$ cat config.mk
export PLATFORM = sky130hd
export DESIGN_NAME = grid_port_arbiter
export DESIGN_NICKNAME = d
export VERILOG_FILES = /design/src/rtl/grid_port_arbiter.sv
export SDC_FILE = /design/constraint.sdc
export NUM_CORES = 1
export LEC_CHECK = 0
export BUFFER_PORTS_ARGS = -buffer_cell sky130_fd_sc_hd__buf_4
export CORE_UTILIZATION = 39
export DETAILED_ROUTE_END_ITERATION = 6
export PLACE_DENSITY = 0.82
export SLEW_MARGIN = 20
export SYNTH_ARGS = -nofsm -noshare
export SYNTH_HDL_FRONTEND = slang
export SYNTH_SLANG_ARGS = --single-unit
$ cat constraint.sdc
create_clock -name clk -period 5.6 [get_ports clk]
set_clock_uncertainty 0.05 [all_clocks]
set_input_delay 0.84 -clock clk [delete_from_list [all_inputs] [get_ports clk]]
set_output_delay 0.84 -clock clk [all_outputs]
set_load 0.01 [all_outputs]
$ cat src/rtl/grid_port_arbiter.sv
// grid_port_arbiter: shares Grid_Mem port A between the piece-move controller
// (req 0) and the row-clear engine (req 1). Registered grants, combinational
// access mux, and a read-tag pipe that routes mem_q back to the issuer.
module grid_port_arbiter #(
  parameter int ADDR_W   = 8,
  parameter int DATA_W   = 8,
  parameter int READ_LAT = 1,
  parameter int RR_MODE  = 1,
  parameter int MAX_HOLD = 8
) (
  input  logic              clk,
  input  logic              reset_n,
  input  logic              req0,
  input  logic              req1,
  input  logic              lock0,
  input  logic              lock1,
  input  logic              we0,
  input  logic              we1,
  input  logic [ADDR_W-1:0] addr0,
  input  logic [ADDR_W-1:0] addr1,
  input  logic [DATA_W-1:0] wdata0,
  input  logic [DATA_W-1:0] wdata1,
  output logic              gnt0,
  output logic              gnt1,
  output logic              rvalid0,
  output logic              rvalid1,
  output logic [DATA_W-1:0] rdata0,
  output logic [DATA_W-1:0] rdata1,
  output logic [ADDR_W-1:0] mem_addr,
  output logic [DATA_W-1:0] mem_wdata,
  output logic              mem_we,
  input  logic [DATA_W-1:0] mem_q
);

  localparam logic [1:0] ST_IDLE = 2'd0;
  localparam logic [1:0] ST_OWN0 = 2'd1;
  localparam logic [1:0] ST_OWN1 = 2'd2;

  // Counter only needs to reach MAX_HOLD; it saturates there.
  localparam int HOLD_W = (MAX_HOLD < 1) ? 1 : $clog2(MAX_HOLD + 1);
  localparam logic [HOLD_W-1:0] HOLD_MAX = HOLD_W'(MAX_HOLD);

  logic [1:0]          state_q, state_d;
  logic [HOLD_W-1:0]   hold_q, hold_d;
  logic                last_owner_q, last_owner_d;
  logic [READ_LAT-1:0] rd_vld_q, rd_vld_d;
  logic [READ_LAT-1:0] rd_id_q, rd_id_d;

  logic issue0, issue1, issue_rd, hold_lim;

  assign gnt0     = (state_q == ST_OWN0);
  assign gnt1     = (state_q == ST_OWN1);
  assign issue0   = req0 && gnt0;
  assign issue1   = req1 && gnt1;
  assign issue_rd = (issue0 && !we0) || (issue1 && !we1);
  assign hold_lim = (MAX_HOLD != 0) && (hold_q >= HOLD_MAX);

  // Grant FSM: release to the waiting side with no bubble, preempt an unlocked
  // owner once it has held the port MAX_HOLD cycles while the other side waits.
  always_comb begin
    state_d = state_q;
    case (state_q)
      ST_IDLE: begin
        if (req0 && req1)
          state_d = (RR_MODE != 0 && !last_owner_q) ? ST_OWN1 : ST_OWN0;
        else if (req0)
          state_d = ST_OWN0;
        else if (req1)
          state_d = ST_OWN1;
      end
      ST_OWN0: begin
        if (!req0 && !lock0)
          state_d = req1 ? ST_OWN1 : ST_IDLE;
        else if (hold_lim && req1 && !lock0)
          state_d = ST_OWN1;
      end
      ST_OWN1: begin
        if (!req1 && !lock1)
          state_d = req0 ? ST_OWN0 : ST_IDLE;
        else if (hold_lim && req0 && !lock1)
          state_d = ST_OWN0;
      end
      default: state_d = ST_IDLE;
    endcase
  end

  // Hold counter counts granted cycles including the current one; last_owner
  // records every entry into an owner state for round-robin tie-breaks.
  always_comb begin
    hold_d       = hold_q;
    last_owner_d = last_owner_q;
    if (state_d != state_q) begin
      hold_d = (state_d == ST_IDLE) ? '0 : HOLD_W'(1);
      if (state_d == ST_OWN0) last_owner_d = 1'b0;
      if (state_d == ST_OWN1) last_owner_d = 1'b1;
    end else if (state_q != ST_IDLE && hold_q < HOLD_MAX) begin
      hold_d = hold_q + 1'b1;
    end
  end

  // Read-tag shift register: a read issued now surfaces READ_LAT cycles later.
  always_comb begin
    rd_vld_d    = '0;
    rd_id_d     = '0;
    rd_vld_d[0] = issue_rd;
    rd_id_d[0]  = issue1;
    for (int i = 1; i < READ_LAT; i++) begin
      rd_vld_d[i] = rd_vld_q[i-1];
      rd_id_d[i]  = rd_id_q[i-1];
    end
  end

  // Port A mux: only an issued access drives the memory; idle cycles are zeros.
  always_comb begin
    mem_addr  = '0;
    mem_wdata = '0;
    mem_we    = 1'b0;
    if (issue0) begin
      mem_addr  = addr0;
      mem_wdata = wdata0;
      mem_we    = we0;
    end else if (issue1) begin
      mem_addr  = addr1;
      mem_wdata = wdata1;
      mem_we    = we1;
    end
  end

  assign rvalid0 = rd_vld_q[READ_LAT-1] && !rd_id_q[READ_LAT-1];
  assign rvalid1 = rd_vld_q[READ_LAT-1] &&  rd_id_q[READ_LAT-1];
  assign rdata0  = mem_q;
  assign rdata1  = mem_q;

  // State registers; reset drops grants and discards in-flight reads.
  always_ff @(posedge clk or negedge reset_n) begin
    if (!reset_n) begin
      state_q      <= ST_IDLE;
      hold_q       <= '0;
      last_owner_q <= 1'b1;
      rd_vld_q     <= '0;
      rd_id_q      <= '0;
    end else begin
      state_q      <= state_d;
      hold_q       <= hold_d;
      last_owner_q <= last_owner_d;
      rd_vld_q     <= rd_vld_d;
      rd_id_q      <= rd_id_d;
    end
  end

endmodule
==> results by stage, run 1 <==
Status:
- The flow ran to the end, and the final reports show no timing, DRC or antenna violations.

Drt:
- The post-detailed-route DRC marker count is 0.
- The routed design has 2.33 mm of wire.
- In this run the remaining antenna-violating nets after routing total 0.
- The detailed-route via count is 893.
- In the final routed layout, each cell accounts on average for 13.6 µm.
- For this run, the detailed router's first-pass iteration total came to 4.
- The number of vias per cell is 5.19.
- The violation count after the first detailed-routing iteration is 15.

Setup path:
- The nature of the critical path startpoint is a register.
- Along the worst path, the maximum fanout reaches 18.
- Among all stages on the critical path, the largest delay is contributed by sky130_fd_sc_hd__and2_1.
- The largest delay contributor family on the critical path is simple AND/OR/NAND/NOR gates.
- Together, buffers and inverters on the worst path number 1.
- Data on the critical path arrives at its endpoint at 1.96 ns.
- Walking the worst path, the cells encountered are nor2b_1 -> and2_1 -> a22o_1 -> buf_4.
- The worst setup path is captured at a primary output.
- The critical path in this run is classified as register to primary output.
- On the worst path, the slowest cell contributes a delay of 0.56 ns.
- STA puts the critical path data required time at 4.71 ns.

Run:
- The tool flagged a number of max-cap violations equal to 0.

Global routing:
- The first-pass GRT wire length is 3.64 mm.
- The via count of the first global-routing pass is 813.
- The number of antenna violations at the first check in global routing is 0.
- The overall track demand over capacity in global routing is 19.2%.
- The total overflow left after global routing is 0.
- Entering global routing, the biggest net connects 20 pins.

STA:
- The number of endpoints with negative hold slack in the final report is 0.
- Setup repair after global routing left no endpoint under its margin.
- The maximum clock rate is 0.351 GHz.
- For the final routed database, the setup TNS stands at 0 ns.
- The final number of setup-violating endpoints is 0.
- The slew at the pin with the worst max-slew slack is 0.611 ns.
- After layout, the minimum clock period comes to 2.85 ns.
- The worst relative slew slack is 59.3%.
- The final clock period utilization by the worst path is 50.9%.
- The final max-slew violation count was 0.

Clocking:
- For this design, the CTS-stage hold fixing added 0 buffers.
- The clock transition at the registers of the reported paths is 0.06 ns.
- The number of sinks driven by the clock tree is 9.
- The latest clock arrival within the worst-skew pair is 0.27 ns.
- After clock tree synthesis, the repair step resized 0 gates.
- Buffers inserted during clock tree synthesis total 3.
- TritonCTS built the clock tree.
- The number of levels the H-tree was split into is 1.
- The maximum buffer depth of the clock tree is 2.
- The root buffer selected by CTS is sky130_fd_sc_hd__clkbuf_4.
- The number of setup buffers added after CTS is 0.

Floorplan:
- The floorplan die height is 49.9 µm.
- The initial utilization of the core area, before any placement, comes to 43.4%.
- 85 I/O pins were placed.
- The floorplan step defined a die boundary enclosing 2490 µm².
- The number of placement rows is 16.
- The floorplan die width is 49.9 µm.
- The core box area is 2060 µm².

Synth:
- After synthesis, the cell types taking the most area are sky130_fd_sc_hd__dfrtp_1, sky130_fd_sc_hd__a22o_1, sky130_fd_sc_hd__buf_4.
- The sequential element share of the synthesized area is 25.3%.
- After synthesis, the largest area contributor takes up 22.3% of total cell area.
- The average cell area after synthesis is 8.70 µm².
- Synthesis instantiated 32 different standard cells from the library.
- The fraction of registers with async set/reset is 100%.
- The cell with the most instances after synthesis is sky130_fd_sc_hd__a22o_1.
- During synthesis, Yosys emitted a total of 0 warnings.
- After synthesis the cells add up to 896 µm².
- Of all cell types, the one taking the most synthesized area is sky130_fd_sc_hd__dfrtp_1.
- Among all flip-flop cells after synthesis, the most frequent one is sky130_fd_sc_hd__dfrtp_1.
- Ranked by instance count, the synthesized netlist is headed by sky130_fd_sc_hd__a22o_1, sky130_fd_sc_hd__buf_4, sky130_fd_sc_hd__inv_1, sky130_fd_sc_hd__a21oi_1, sky130_fd_sc_hd__dfrtp_1.
- The synthesized design contains 9 register bits.
- The number of nets handed over by synthesis was 155.
- Yosys mapped a number of flops with a built-in enable equal to 0.
- The synthesized netlist cell count is 103.

Hold path:
- The class of the tightest hold or removal check is input pin to asynchronous set/reset pin.

Finish:
- The layout net count is 198.
- Compared with the post-synthesis result, the final layout area differs by 39.2%.
- The number of fill cells is 184.
- The post-layout instance count excluding filler cells is 172.
- Of the cells placed in the final design, the portion with a size suffix greater than 1 is 46.9%.
- 0 antenna diodes ended up in the layout.

Power and ir drop:
- The largest voltage drop on the vdd net is 309 µV.
- The power per standard cell area is 373 nW/µm².
- The static power due to leakage is 0.658 nW.

Placement:
- Port buffering added 60 buffers.
- The cell count after placement is 168.
- At the end of routability-driven placement, the weighted congestion stood at 0.822.
- Once detailed placement completed, the half-perimeter wirelength came to 1.77 mm.
## registers in the layout, summed over array words and instances, names as in the netlist
signal,count
rd_id_q,1
last_owner_q,1
state_q,2
hold_q,4
rd_vld_q,1
## routing by layer
layer  routed length (µm)  global-route usage [%]  vias up  part of all wire (%)
met5                    0                       0        -                     0
met4                   51                    8.10        0                   2.2
met3                  197                    6.17        8                   8.4
met2                 1150                    32.2       52                    49
met1                  929                    22.1      401                    40
li1                     -                       -      432                     -
## placed cells by master, fill, tap and decap left out, types with 2 or more instances in the layout
cell and instances:
sky130_fd_sc_hd__a22o_1 17, sky130_fd_sc_hd__ha_1 4, sky130_fd_sc_hd__nor2b_1 2, sky130_fd_sc_hd__a21oi_1 8, sky130_fd_sc_hd__dfrtp_1 8, sky130_fd_sc_hd__inv_1 9
sky130_fd_sc_hd__a311o_1 2, sky130_fd_sc_hd__buf_4 60, sky130_fd_sc_hd__and2b_1 2, sky130_fd_sc_hd__o21a_1 2, sky130_fd_sc_hd__and2_1 3, sky130_fd_sc_hd__nor2_1 6
sky130_fd_sc_hd__clkbuf_4 3
## stage by stage
stage	area, µm²	setup WS [ns]	total power, mW	hold slack (ns)	utilization [%]
after CTS	1250	2.76	0.466	0.334	60.5
after detailed placement	1220	2.84	0.413	0.497	59.2
after floorplan	896	3.14	0.328	0.455	-
after global placement	1220	2.90	0.407	0.478	59.2
final	1250	2.75	0.465	0.335	60.5
after global routing	1250	2.57	0.505	0.324	60.5
## report_power, final
part,switching (mW),internal (mW)
clock,0.0235,0.0275
combinational,0.135,0.163
sequential,0.0280,0.0878
## final timing paths
check                                      startpoint                        to  slack, ns  cells past startpoint
max in group asynchronous                     reset_n  last_owner_q$_DFFE_PN1P_       4.95                      1
worst min register to register  hold_q[2]$_DFFE_PN0P_     hold_q[2]$_DFFE_PN0P_       0.50                      2
min in group clk                hold_q[2]$_DFFE_PN0P_     hold_q[2]$_DFFE_PN0P_       0.50                      2
worst min-delay path                          reset_n      state_q[1]$_DFF_PN0_       0.34                      1
worst max register to register   state_q[0]$_DFF_PN0_  last_owner_q$_DFFE_PN1P_       3.31                      7
worst max-delay path             state_q[0]$_DFF_PN0_                    mem_we       2.75                      4
## cells by family (layout without fill, tap and decap cells)
| kind of cell | Yosys count | after routing | share of synthesized area, % |
|---|---|---|---|
| AO/OA/AOI/OAI | 37 | 37 | 31.8 |
| flip-flops | 9 | 9 | 25.3 |
| buffers and inverters | 31 | 73 | 21.5 |
| adder cells (fa/ha/maj) | 4 | 4 | 5.59 |
| XOR/XNOR | 2 | 2 | 1.96 |
| multiplexers | 2 | 2 | 2.79 |
| AND/OR/NAND/NOR | 18 | 18 | 11.0 |
## layout make-up
class                      instances  area, µm²  share of cell area, %
sequential                         9        226                   18.2
multi-input combinational         63        477                   38.2
clock buffer                       4       26.3                   2.11
timing repair buffer              60        450                   36.1
tap                               27       33.8                   2.71
inverter                           9       33.8                   2.71
Note: power is estimated with default switching activity, not from simulation.
==> run 2: changes to the inputs <==
--- a/config.mk
+++ b/config.mk
@@ -6,9 +6,9 @@
 export NUM_CORES = 1
 export LEC_CHECK = 0
 export BUFFER_PORTS_ARGS = -buffer_cell sky130_fd_sc_hd__buf_4
-export CORE_UTILIZATION = 39
+export CORE_UTILIZATION = 33
 export DETAILED_ROUTE_END_ITERATION = 6
-export PLACE_DENSITY = 0.82
+export PLACE_DENSITY = 0.74
 export SLEW_MARGIN = 20
 export SYNTH_ARGS = -nofsm -noshare
 export SYNTH_HDL_FRONTEND = slang
==> constraint.sdc (replaced) <==
create_clock -name clk -period 2.4 [get_ports clk]
set_clock_uncertainty 0.05 [all_clocks]
set_input_delay 0.36 -clock clk [delete_from_list [all_inputs] [get_ports clk]]
set_output_delay 0.36 -clock clk [all_outputs]
set_load 0.01 [all_outputs]
==> run 2 against run 1 <==
Effect of this change: wire length shrank 2.6%; die area rose by 17%; via count is 0.78% higher.
==> results by stage, run 2 (same netlist as run 1, synthesis figures left out) <==
Finish:
- The largest registers in the layout are hold_q: 4 flops, state_q: 2 flops.
- The cell area after layout came to 1270 µm² (+1.7%).
- The total inserted antenna cells is 0 (unchanged).
- The area of combinational cells with multiple inputs is 477 µm² (unchanged).
- The layout net count is 200 (+1.0%).
- The number of flip-flops in the largest register came to 4 (unchanged).
- In the layout the commonest cells are sky130_fd_sc_hd__buf_4, sky130_fd_sc_hd__a22o_1, sky130_fd_sc_hd__inv_1.
- The growth of design area from synthesis to finish is 41.6%.
- The flip-flop and latch area is 226 µm² (unchanged).
- The register ranked first by flip-flop count is hold_q.
- Leaving out fill and tap cells, the most frequent cell in the layout is sky130_fd_sc_hd__buf_4.
- The fraction of layout instances using a drive strength above 1 came to 46.9% (about the same).
- The number of fill cells is 239 (+30%).

Drt:
- The detailed-route via count is 900 (+0.78%).
- The violation count after the first detailed-routing iteration is 12 (-3).
- The post-detailed-route wirelength per cell is 12.8 µm (-5.4%).
- The final antenna-violating net count is 0 (unchanged).
- The number of vias per cell is 5.08 (-2.1%).
- The first-pass iteration count of the detailed router came to 4 (unchanged).
- The post-detailed-route DRC marker count was 0 (unchanged).
- The sum of routed wire length over all layers is 2.27 mm (-2.6%).

Power and ir drop:
- The portion of total power attributed to sequential cells is 24.8% (about the same).
- The combinational share of power is 65.1% (+1.0 points).
- The part of the power in the clock network is 10.1% (-0.9 points).
- The internal power component is 656 µW (+140%).
- The static power due to leakage is 0.668 nW (+1.4%).
- The net switching power is 428 µW (+130%).
- The fraction of power spent switching nets is 39.5% (-0.60 points).
- The largest voltage drop on the vdd net is 429 µV (+39%).
- The power per standard cell area is 854 nW/µm² (+130%).

STA:
- The worst relative slew slack came to 75.2% (+16 points).
- The slew at the pin with the worst max-slew slack came to 0.368 ns (-0.242 ns).
- The maximum clock rate is 0.455 GHz.
- The sum of negative setup slack is 0 ns (unchanged).
- After layout, the minimum clock period comes to 2.20 ns.
- The number of endpoints with negative hold slack in the final report is 0 (unchanged).
- The final clock period utilization by the worst path is 91.6%.
- The final number of setup-violating endpoints came to 0 (unchanged).
- The final max-slew violation count is 0 (unchanged).
- Setup repair after global routing left no endpoint under its margin.

Run:
- The reported max-cap violation count is 0 (unchanged).

Global routing:
- The overall track demand over capacity in global routing is 15.8% (-3.4 points).
- The via count of the first global-routing pass was 804 (-1.1%).
- The maximum number of pins on one net before global-route repair came to 20 (unchanged).
- The number of antenna violations at the first check in global routing is 0 (unchanged).
- The total global routing overflow was 0 (unchanged).
- The first-pass GRT wire length is 3.31 mm (-8.9%).

Clocking:
- The clock transition at the registers of the reported paths is 0.05 ns (about the same).
- The number of sinks driven by the clock tree is 9 (unchanged).
- The number of levels the H-tree was split into is 1 (unchanged).
- The maximum buffer depth of the clock tree is 2 (unchanged).
- The post-cts sizing count was 0 (unchanged).
- The number of buffers added by the clock tree synthesis step is 3 (unchanged).
- TritonCTS built the clock tree.
- The root buffer selected by CTS is sky130_fd_sc_hd__clkbuf_4.
- The latest clock arrival within the worst-skew pair was 0.25 ns (-0.02 ns).

Floorplan:
- The floorplan die width is 54.1 µm (+8.4%).
- The starting utilization of the core area is 35.5% (-7.9 points).
- The floorplan die height is 54.1 µm (+8.4%).
- The floorplan die area is 2930 µm² (+17%).
- The top-level I/O count is 85 (unchanged).
- The core box area is 2520 µm² (+22%).
- The number of placement rows is 18 (+2).

Placement:
- The HPWL after detailed placement came to 1.91 mm (+8.1%).
- The final estimated routing congestion in global placement came to 0.856 (+4.1%).
- The post-detailed-placement cell area came to 1230 µm² (+0.92%).
- The count of port buffers added during placement came to 60 (unchanged).

Status:
- The flow ran to the end, and the final reports show no timing, DRC or antenna violations.

Hold path:
- The hold-critical path depth is 2.
- The startpoint identified for the worst hold timing path is we0.
- The class of the tightest hold or removal check is input pin to register.
- The sink of the worst hold path is rd_vld_q$_DFF_PN0_.

Setup path:
- The required time of the worst setup path is 2.53 ns (-2.18 ns).
- The critical path start-end classification is register to register.
- The depth of the most critical reg-to-reg path is 8 (+1).
- The arrival time of the worst setup path is 2.33 ns (+0.37 ns).
- The flop-to-flop setup slack is 0.20 ns (-3.11 ns).
- The beginning of the worst register-to-register path is last_owner_q$_DFFE_PN1P_.
- The maximum fanout encountered on the critical timing path is 4 (-14).
- In this run the critical register-to-register path is captured at last_owner_q$_DFFE_PN1P_.
- The nature of the critical path startpoint is a register.
- The kind of end point of the critical path is a register.
run 2: cell types whose count changed in the layout (fill, tap and decap cells not counted):
cell,delta
sky130_fd_sc_hd__buf_4,+1
sky130_fd_sc_hd__dlygate4sd3_1,+1
run 2: area by class of cell:
cell class / instances / area share (%)
timing repair buffer: 62 / 36.9
clock buffer: 4 / 2.07
sequential: 9 / 17.9
tap: 30 / 2.96
multi-input combinational: 63 / 37.6
inverter: 9 / 2.66
run 2: how the worst max path moves through the flow:
stage	startpoint	end	slack, ns
2_1_floorplan	state_q[1]$_DFF_PN0_	last_owner_q$_DFFE_PN1P_	0.24
3_3_place_gp	last_owner_q$_DFFE_PN1P_	last_owner_q$_DFFE_PN1P_	0.27
3_5_place_dp	last_owner_q$_DFFE_PN1P_	last_owner_q$_DFFE_PN1P_	0.21
4_1_cts	last_owner_q$_DFFE_PN1P_	last_owner_q$_DFFE_PN1P_	0.20
5_1_grt	last_owner_q$_DFFE_PN1P_	last_owner_q$_DFFE_PN1P_	0.09
6_report	last_owner_q$_DFFE_PN1P_	last_owner_q$_DFFE_PN1P_	0.20
run 2: timing repair:
item / in CTS / in global routing
endpoints found under the hold margin: 8 / 0
hold buffers: 1 / 0
setup buffers: 0 / 0
run 2: stage by stage:
stage / utilization [%] / total power [mW] / worst slack [ns] / std cells / hold WS, ns
3_5_place_dp: 48.9 / 0.977 / 0.210 / 172 / 0.139
3_3_place_gp: 48.9 / 0.951 / 0.266 / 172 / 0.135
6_report: 50.3 / 1.08 / 0.201 / 177 / 0.247
5_1_grt: 50.3 / 1.19 / 0.0932 / 177 / 0.239
4_1_cts: 50.3 / 1.10 / 0.198 / 177 / 0.236
2_1_floorplan: - / 0.765 / 0.244 / 103 / 0.0144
run 2: power by group through the flow:
stage	logic, mW	registers, mW	clock network (mW)
floorplan	0.535	0.230	0
global placement	0.687	0.264	0
detailed placement	0.707	0.270	0
CTS	0.712	0.267	0.118
global route	0.783	0.277	0.126
finish	0.706	0.268	0.109
run 2: metal layers:
layer  vias to the layer above  track usage (%)  wire, µm
met5                         -                0         0
met4                         0             7.26         5
met3                         2             2.26       142
met2                        46             28.0      1290
met1                       415             18.5       834
li1                        437                -         -
run 2: critical path: stages, from the launching register on:
cell	delay (ns)
sky130_fd_sc_hd__dfstp_2	0.56
sky130_fd_sc_hd__and2b_1	0.20
sky130_fd_sc_hd__nor2_1	0.09
sky130_fd_sc_hd__a21oi_1	0.05
sky130_fd_sc_hd__o21a_1	0.21
sky130_fd_sc_hd__ha_1	0.31
sky130_fd_sc_hd__and2_1	0.14
sky130_fd_sc_hd__a32o_2	0.23
sky130_fd_sc_hd__mux2_4	0.30
